===== src/rtl/word_deserializer.sv =====
// Multi-lane serial-to-parallel word assembler with a valid/ready output and a sticky overrun flag.
// Optional even-parity check on each completed word when WORD_DESER_PARITY_EN is defined.
`timescale 1ns/1ps

module word_deserializer #(
    parameter int DATA_SIZE = 32,
    parameter int LANES     = 1,
    parameter bit MSB_FIRST = 1'b1
) (
    input  logic                        iClk,
    input  logic                        iRst,
    input  logic                        iEn,
    input  logic                        iLoading,
    input  logic [LANES-1:0]            iData_in,
    input  logic                        iReady,
`ifdef WORD_DESER_PARITY_EN
    input  logic                        iParity,
    output logic                        oParity_err,
`endif
    output logic [DATA_SIZE-1:0]        oData,
    output logic                        oValid,
    output logic [$clog2(DATA_SIZE):0]  oBit_counter,
    output logic                        oOverrun
);

    localparam int            CW      = $clog2(DATA_SIZE) + 1;
    localparam logic [CW-1:0] LANES_C = CW'(LANES);
    localparam logic [CW-1:0] DATA_C  = CW'(DATA_SIZE);

    typedef enum logic {
        S_LOAD,
        S_FULL
    } state_t;

    state_t               r_state, w_state_next;
    logic [DATA_SIZE-1:0] r_shreg, w_shreg_next, w_shifted;
    logic [DATA_SIZE-1:0] r_data, w_data_next;
    logic [CW-1:0]        r_cnt, w_cnt_next, r_bit_counter, w_bit_counter_next;
    logic                 r_valid, w_valid_next;
    logic                 r_overrun, w_overrun_next;
    logic                 w_beat, w_accept, w_done;

    assign w_beat   = iEn && iLoading;
    // In FULL a beat is only taken when the held word leaves on the same edge.
    assign w_accept = w_beat && ((r_state == S_LOAD) || iReady);
    assign w_done   = w_accept && ((r_cnt + LANES_C) == DATA_C);

    generate
        if (LANES == DATA_SIZE) begin : g_single_beat
            logic w_unused_shreg;
            assign w_unused_shreg = ^r_shreg;
            assign w_shifted      = iData_in;
        end else if (MSB_FIRST) begin : g_msb_first
            logic w_unused_top;
            assign w_unused_top = ^r_shreg[DATA_SIZE-1:DATA_SIZE-LANES];
            assign w_shifted    = {r_shreg[DATA_SIZE-LANES-1:0], iData_in};
        end else begin : g_lsb_first
            logic w_unused_bottom;
            assign w_unused_bottom = ^r_shreg[LANES-1:0];
            assign w_shifted       = {iData_in, r_shreg[DATA_SIZE-1:LANES]};
        end
    endgenerate

    // NOTE: every signal gets its hold value first so no path leaves it unassigned and infers a latch.
    always_comb begin
        w_state_next   = r_state;
        w_shreg_next   = r_shreg;
        w_cnt_next     = r_cnt;
        w_data_next    = r_data;
        w_valid_next   = r_valid;
        w_overrun_next = r_overrun;

        if (r_state == S_FULL) begin
            if (iReady) begin
                w_valid_next = 1'b0;
                w_state_next = S_LOAD;
            end else if (w_beat) begin
                w_overrun_next = 1'b1;
            end
        end

        // cnt is zero in FULL, so a beat accepted there starts the next word.
        if (w_accept) begin
            w_shreg_next = w_shifted;
            if (w_done) begin
                w_cnt_next   = '0;
                w_data_next  = w_shifted;
                w_valid_next = 1'b1;
                w_state_next = S_FULL;
            end else begin
                w_cnt_next = r_cnt + LANES_C;
            end
        end

        w_bit_counter_next = (w_state_next == S_FULL) ? DATA_C : w_cnt_next;
    end

    always_ff @(posedge iClk) begin
        if (iRst) begin
            r_state <= S_LOAD;
        end else begin
            r_state <= w_state_next;
        end
    end

    // NOTE: state is updated with non-blocking assignments so every register samples pre-edge values.
    always_ff @(posedge iClk) begin
        if (iRst) begin
            r_shreg       <= '0;
            r_cnt         <= '0;
            r_data        <= '0;
            r_valid       <= 1'b0;
            r_overrun     <= 1'b0;
            r_bit_counter <= '0;
        end else begin
            r_shreg       <= w_shreg_next;
            r_cnt         <= w_cnt_next;
            r_data        <= w_data_next;
            r_valid       <= w_valid_next;
            r_overrun     <= w_overrun_next;
            r_bit_counter <= w_bit_counter_next;
        end
    end

`ifdef WORD_DESER_PARITY_EN
    logic r_parity_err;

    always_ff @(posedge iClk) begin
        if (iRst) begin
            r_parity_err <= 1'b0;
        end else if (w_done) begin
            r_parity_err <= (^w_shifted) ^ iParity;
        end
    end

    assign oParity_err = r_parity_err;
`endif

    assign oData        = r_data;
    assign oValid       = r_valid;
    assign oBit_counter = r_bit_counter;
    assign oOverrun     = r_overrun;

endmodule


===== config.mk =====
export PLATFORM = sky130hd
export DESIGN_NAME = word_deserializer
export DESIGN_NICKNAME = d
export VERILOG_FILES = /design/src/rtl/word_deserializer.sv
export SDC_FILE = /design/constraint.sdc
export NUM_CORES = 1
export LEC_CHECK = 0
export ABC_AREA = 1
export BUFFER_PORTS_ARGS = -buffer_cell sky130_fd_sc_hd__buf_2
export CAP_MARGIN = 20
export CELL_PAD_IN_SITES_DETAIL_PLACEMENT = 0
export CELL_PAD_IN_SITES_GLOBAL_PLACEMENT = 1
export CORE_UTILIZATION = 40
export CTS_BUF_LIST = sky130_fd_sc_hd__clkbuf_4
export DETAILED_ROUTE_END_ITERATION = 10
export HOLD_SLACK_MARGIN = 0.12
export PLACE_DENSITY_LB_ADDON = 0.25
export SLEW_MARGIN = 25
export SYNTH_ARGS = -nofsm -noshare
export SYNTH_HDL_FRONTEND = slang
export SYNTH_SLANG_ARGS = --single-unit

===== constraint.sdc =====
create_clock -name iClk -period 3.4 [get_ports iClk]
set_input_delay 0.68 -clock iClk [delete_from_list [all_inputs] [get_ports iClk]]
set_output_delay 0.68 -clock iClk [all_outputs]
set_load 0.1 [all_outputs]

==> results of run 1 <==
-- metal layers --
layer,GRT usage,up-vias,wire [um]
met2,0.2538,31,2447
met3,0.03046,8,179
li1,-,1344,-
met5,0,-,0
met1,0.1882,1066,2857
met4,0.07258,0,66
-- worst max-delay path by stage --
stage | from | to | slack [ps] | depth (start not counted)
after global placement | iReady | oBit_counter[1] | 780 | 9
after global routing | r_cnt[0] | oData[9] | 560 | 9
after CTS | r_cnt[0] | oBit_counter[1] | 850 | 9
after floorplan | iReady | oData[1] | 1710 | 9
final | r_cnt[0] | oBit_counter[1] | 900 | 9
after detailed placement | iReady | oBit_counter[1] | 710 | 9
-- cells by family (layout without fill, tap and decap cells) --
family,Yosys count,in the layout,synth area share
compound gates,70,70,0.1146
xor+xnor,2,2,0.005671
fa+ha+maj,2,2,0.008099
buf+inv,100,141,0.1320
flops,78,78,0.5055
mux,1,1,0.003240
simple gates,171,171,0.2309
-- cell usage in the layout (no fill, tap or decap) --
master,Yosys,final
xor2_1,2,2
nand3b_1,1,1
a21oi_1,3,3
o21ai_0,62,62
bufinv_16,0,3
nand2_2,17,17
nor2_1,109,109
nand3_2,2,2
nor2_2,1,1
o21ai_1,3,3
o21bai_1,1,1
dfxtp_1,78,78
nand3_1,4,4
mux2i_1,1,1
inv_1,75,75
ha_1,2,2
buf_2,2,45
nand2_1,35,35
buf_12,0,1
a31oi_1,1,1
inv_2,2,2
clkbuf_4,0,9
nand4_1,2,2
buf_4,0,3
clkinv_1,0,3
-- final cells by class --
cell class | count | area share
Clock buffer | 9 | 0.01914
Clock inverter | 6 | 0.02870
Inverter | 77 | 0.08186
Multi-Input combinational cell | 246 | 0.3171
Sequential cell | 78 | 0.4422
Tap cell | 99 | 0.03508
Timing Repair Buffer | 49 | 0.07583
-- critical path, stage by stage (launching register included) --
cell,delay (ps)
dfxtp_1,460
ha_1,240
nand3_1,80
nand2_1,70
nand2_1,100
nor2_2,130
nand3_2,620
buf_12,440
a21oi_1,190
nor2_1,50
-- report_power, final --
group | switching, mW | total [mW] | internal [mW]
Combinational | 0.0904 | 0.126 | 0.0358
Sequential | 0.0196 | 0.964 | 0.944
Clock | 0.302 | 0.664 | 0.362
Total | 0.412 | 1.75 | 1.34
-- metrics by stage --
stage	util	std cells
4_1_cts	0.4791	564
5_1_grt	0.4791	564
6_report	0.4791	564
3_3_place_gp	0.4562	549
3_5_place_dp	0.4562	549
2_1_floorplan	-	424
-- flip-flops by register name, indices dropped and copies added, names as in the netlist --
| signal | flops |
|---|---|
| oData | 32 |
| oBit_counter | 6 |
| oValid | 1 |
| oOverrun | 1 |
| r_cnt | 6 |
| r_shreg | 31 |
| r_state | 1 |
-- cell usage after synthesis --
master	count	share of area
buf_1	3	0.0036
nand3_2	2	0.0065
inv_1	75	0.091
inv_2	2	0.0024
nand4_1	2	0.0040
mux2i_1	1	0.0032
nor2_2	1	0.0020
buf_6	4	0.015
nand2_1	35	0.043
clkbuf_1	14	0.017
nand3b_1	1	0.0024
o21ai_0	62	0.10
o21ai_1	3	0.0049
dfxtp_1	78	0.51
a31oi_1	1	0.0020
a21oi_1	3	0.0049
o21bai_1	1	0.0024
buf_2	2	0.0032
nand2_2	17	0.034
nor2_1	109	0.13
nand3_1	4	0.0065
xor2_1	2	0.0057
ha_1	2	0.0081
==> impl_metrics.py, run 1 <==
metrics = {
    "timing": {
        "fin_ws_ps": 897.3,
        "relSlewSlack": 0.4533,
        "slew_violations": 0,
        "finalSetupViolCount": 0,
        "worst_pin_slew_ps": 819.1,
        "fin_skew_ps": 10.23,
        "fin_crit_sh": 0.7361,
        "holdWs_ps": 468.5,
        "finalHoldViolCount": 0,
        "finalCriticalPeriod_ps": 2503,
        "fin_tns_setup_ps": 0,
        "rsz0062_at_grt": "no",
        "max_freq_mhz": 399.6,
    },
    "die": {
        "design.core.area_sq_um": 7370,
        "die_h_um": 89.88,
        "num_rows": 31,
        "die_w_um": 89.88,
        "ios": 46,
        "initial_utilization": 0.4192,
        "dieArea_sq_um": 8078,
    },
    "cts": {
        "root_buffer": "clkbuf_4",
        "cts_setup_buffers": 0,
        "clockBufferDepth": 2,
        "insertion_delay_ps": 400,
        "postCtsHoldBufs": 0,
        "cts.clk_slew.worst_paths_ps": 120,
        "clock_sinks": 78,
        "htree_levels": 3,
        "cts_buffers": 9,
        "cts-resized-gates": 0,
        "cts_tree": "done",
    },
    "placement": {
        "dp_slack_ps": 713.0,
        "place_area_sq_um": 3362,
        "place_congestion": 0.7604,
        "port_buffers": 45,
        "dp_hpwl_um": 3318,
    },
    "worst_hold_path": {
        "holdPathStages": 2,
        "hold_end": "oValid",
        "min_from": "oValid",
        "hold_path_class": "reg -> reg",
    },
    "power": {
        "leakagePower_nw": 1.689,
        "power_per_cell_area_nw_per_um2": 496.6,
        "fin_total_pwr_mw": 1.754,
        "peakVddDrop_uv": 205.8,
    },
    "worst_setup_path": {
        "critical_path_class": "reg -> reg",
        "worst-path-max-fanout": 36,
        "cp-start-kind": "flip-flop",
        "r2r_cells": 9,
        "cp.required_ps": 3700,
        "arrival_ps": 2800,
        "r2r-start": "r_cnt[0]",
        "regToRegSetupSlack_ps": 900,
        "end_kind": "flip-flop",
        "reg2reg_to": "oBit_counter[1]",
    },
    "routing": {
        "wirelength_um": 5550,
        "route.detailed.drc": 0,
        "ant_nets": 0,
        "drtPass1Iterations": 4,
        "drtIter0Drc": 106,
        "wire_per_inst_um": 9.840,
        "via_count": 2449,
        "via_per_inst": 4.342,
    },
    "cells_and_area": {
        "seq_area_sq_um": 1562,
        "fin_area_sq_um": 3531,
        "drive_gt1_frac": 0.1785,
        "area_delta_synth_final_pct": 14.30,
        "fillerInstances": 796,
        "antenna_cells": 0,
        "multi_input_area_sq_um": 1120,
        "nets": 469,
    },
    "logic_synthesis": {
        "avgSynthCellArea_sq_um": 7.286,
        "syn_nets": 432,
        "synth_cell_types": 23,
        "ys_warn_count": 0,
        "syn_inst": 424,
        "ys_seq_area_frac": 0.5055,
        "syn_area_sq_um": 3089,
        "ys_ff_latch": 78,
    },
    "grt": {
        "track_usage": 0.1520,
        "grt_pass1_vias": 2297,
        "grt_overflow_total": 0,
        "grt_pass1_wl_um": 10010,
        "antenna_found_initial": 0,
        "grt_max_degree": 66,
    },
    "outcome": {
        "status": "completed",
    },
    "flow_run": {
        "cap_violations": 0,
    },
}
No activity file was read; power rests on OpenSTA's default activity.
==> run 2, diff against run 1 <==
--- a/config.mk
+++ b/config.mk
@@ -5,7 +5,7 @@
 export SDC_FILE = /design/constraint.sdc
 export NUM_CORES = 1
 export LEC_CHECK = 0
-export ABC_AREA = 1
+export ABC_AREA = 0
 export BUFFER_PORTS_ARGS = -buffer_cell sky130_fd_sc_hd__buf_2
 export CAP_MARGIN = 20
 export CELL_PAD_IN_SITES_DETAIL_PLACEMENT = 0
==> constraint.sdc (replaced) <==
create_clock -name iClk -period 2.4 [get_ports iClk]
set_input_delay 0.48 -clock iClk [delete_from_list [all_inputs] [get_ports iClk]]
set_output_delay 0.48 -clock iClk [all_outputs]
set_load 0.1 [all_outputs]
==> run 2 against run 1 <==
  * Non-clock buffer count rose by 5
  * Flip-flop and latch count unchanged
  * First-iteration DRC count is 22% lower
  * Cell area rose by 3.2%
  * Highest routed layer unchanged
==> impl_metrics.py, run 2 <==
metrics = {
    "die": {
        "num_rows": 31,
        "die_h_um": 90.75,
        "dieArea_sq_um": 8236,
        "design.core.area_sq_um": 7447,
        "die_w_um": 90.75,
        "initial_utilization": 0.4231,
        "ios": 46,
    },
    "cts": {
        "cts_buffers": 9,
        "insertion_delay_ps": 400,
        "root_buffer": "clkbuf_4",
        "htree_levels": 3,
        "clockBufferDepth": 2,
        "cts_tree": "done",
        "cts_setup_buffers": 0,
        "cts.clk_slew.worst_paths_ps": 110,
        "postCtsHoldBufs": 0,
        "cts-resized-gates": 0,
        "clock_sinks": 78,
    },
    "worst_hold_path": {
        "hold_path_class": "in -> reg",
        "min_from": "iData_in",
        "hold_end": "r_shreg[0]",
        "holdPathStages": 3,
    },
    "outcome": {
        "status": "completed",
    },
    "timing": {
        "fin_crit_sh": 0.8394,
        "finalHoldViolCount": 0,
        "fin_ws_ps": 385.3,
        "worst_pin_slew_ps": 492.6,
        "slew_violations": 0,
        "fin_skew_ps": 10.95,
        "max_freq_mhz": 496.4,
        "rsz0062_at_grt": "no",
        "finalCriticalPeriod_ps": 2015,
        "relSlewSlack": 0.6738,
        "fin_tns_setup_ps": 0,
        "finalSetupViolCount": 0,
    },
    "power": {
        "clkPwrFrac": 0.408,
        "p_sw_mw": 0.4970,
        "fin_total_pwr_mw": 2.377,
        "power_per_cell_area_nw_per_um2": 652.6,
        "peakVddDrop_uv": 422.5,
        "combPwrFrac": 0.043,
        "p_sw_frac": 0.2091,
        "leakagePower_nw": 1.290,
        "power.internal_mw": 1.880,
        "seqPwrFrac": 0.549,
    },
    "routing": {
        "wire_per_inst_um": 11.83,
        "drtIter0Drc": 83,
        "ant_nets": 0,
        "wirelength_um": 5818,
        "via_per_inst": 4.770,
        "drtPass1Iterations": 4,
        "route.detailed.drc": 0,
        "via_count": 2347,
    },
    "logic_synthesis": {
        "syn_nets": 355,
        "synth_ff_type": "dfxtp_1",
        "synth_cell_types": 33,
        "syn_inst": 347,
        "synth_edf_count": 0,
        "avgSynthCellArea_sq_um": 9.079,
        "syn_area_sq_um": 3151,
        "ys_warn_count": 0,
        "ys_top_cells_by_count": "dfxtp_1, nand2_1, nand2b_1",
        "ys_ff_latch": 78,
        "yosysMostFrequentCell": "dfxtp_1",
        "ys_seq_area_frac": 0.4956,
        "synthArstFlopShare": 0,
        "synth_top_area_share": 0.4956,
        "synth_top_area_cell": "dfxtp_1",
        "synthTopCellsByArea": "dfxtp_1, nand2b_1, mux2i_1, nand2_1, a21oi_1",
    },
    "cells_and_area": {
        "finish.utilization": 0.4891,
        "final_cell_mix": "dfxtp_1, nand2_1, nand2b_1",
        "nets": 396,
        "area_delta_synth_final_pct": 15.61,
        "final_common_cell": "dfxtp_1",
        "antenna_cells": 0,
        "largest_reg_flops": 32,
        "drive_gt1_frac": 0.1807,
    },
    "worst_setup_path": {
        "end_kind": "flip-flop",
        "cp-start-kind": "flip-flop",
        "r2r-start": "r_cnt[0]",
        "cp.required_ps": 2730,
        "critical_path_class": "reg -> reg",
        "reg2reg_to": "oData[28]",
        "regToRegSetupSlack_ps": 390,
        "r2r_cells": 6,
        "arrival_ps": 2350,
        "worst-path-max-fanout": 20,
    },
    "grt": {
        "grt_pass1_wl_um": 10310,
        "grt.met2_usage": 0.2336,
        "gr-max-usage-layer": "met2",
        "grt_overflow_total": 0,
        "grt_pass1_vias": 2235,
        "track_usage": 0.1548,
        "grt_max_degree": 53,
        "antenna_found_initial": 0,
        "grt_use_met1": 0.2114,
        "grt_util_met3": 0.03030,
    },
    "placement": {
        "port_buffers": 45,
        "place_congestion": 0.7612,
        "dp_slack_ps": 389.7,
        "dp_hpwl_um": 3701,
    },
    "flow_run": {
        "cap_violations": 0,
    },
}
run 2: critical path, cell delays in order (launching register included):
cell      delay [ps]
dfxtp_1          460
ha_1             270
xnor2_1          130
nand4_1          230
a211oi_4         280
buf_4            340
mux2i_1          230
run 2: layer usage:
metal  vias to the layer above  wire length [um]
met5                         -                 0
met3                         6               218
li1                       1227                 -
met2                        45              2480
met1                      1069              3044
met4                         0                74
run 2: logic make-up after synthesis:
logic type / after synthesis / synth area share
AND/OR/NAND/NOR: 158 / 0.2550
flip-flops: 78 / 0.4956
AO/OA/AOI/OAI: 46 / 0.08142
multiplexers: 32 / 0.1017
buffers and inverters: 25 / 0.04169
XOR/XNOR: 6 / 0.01668
adder cells (fa/ha/maj): 2 / 0.007942
run 2: power by group through the flow:
stage	Clock, mW	Combinational [mW]	Sequential [mW]
global placement	0	0.105	1.33
detailed placement	0	0.104	1.33
CTS	1.01	0.105	1.31
finish	0.969	0.103	1.30
global route	1.06	0.114	1.31
floorplan	0	0.0603	1.35
run 2: through the flow:
| stage | instance area, sq um | instances | hold WS, ps |
|---|---|---|---|
| after floorplan | 3151 | 347 | 436.8 |
| after global placement | 3462 | 476 | 443.0 |
| after detailed placement | 3462 | 476 | 445.7 |
| after CTS | 3642 | 492 | 297.0 |
| after global routing | 3642 | 492 | 306.7 |
| final | 3642 | 492 | 324.6 |
run 2: worst max path at each step:
stage	cells past startpoint	from	end	slack [ps]
floorplan	7	r_cnt[0]	oData[12]	620
global placement	6	r_cnt[1]	oBit_counter[1]	380
detailed placement	6	r_cnt[0]	oData[25]	390
CTS	6	r_cnt[0]	oData[28]	360
global route	6	r_cnt[1]	oBit_counter[1]	100
finish	6	r_cnt[0]	oData[28]	390
run 2: layout make-up:
class	count	area, sq um
fillers	759	3805
clock buffers	11	82.58
clock inverters	5	97.59
multi-input cells	244	1468
flip-flops and latches	78	1562
inverters	1	3.754
repair buffers	54	305.3
well taps	99	123.9
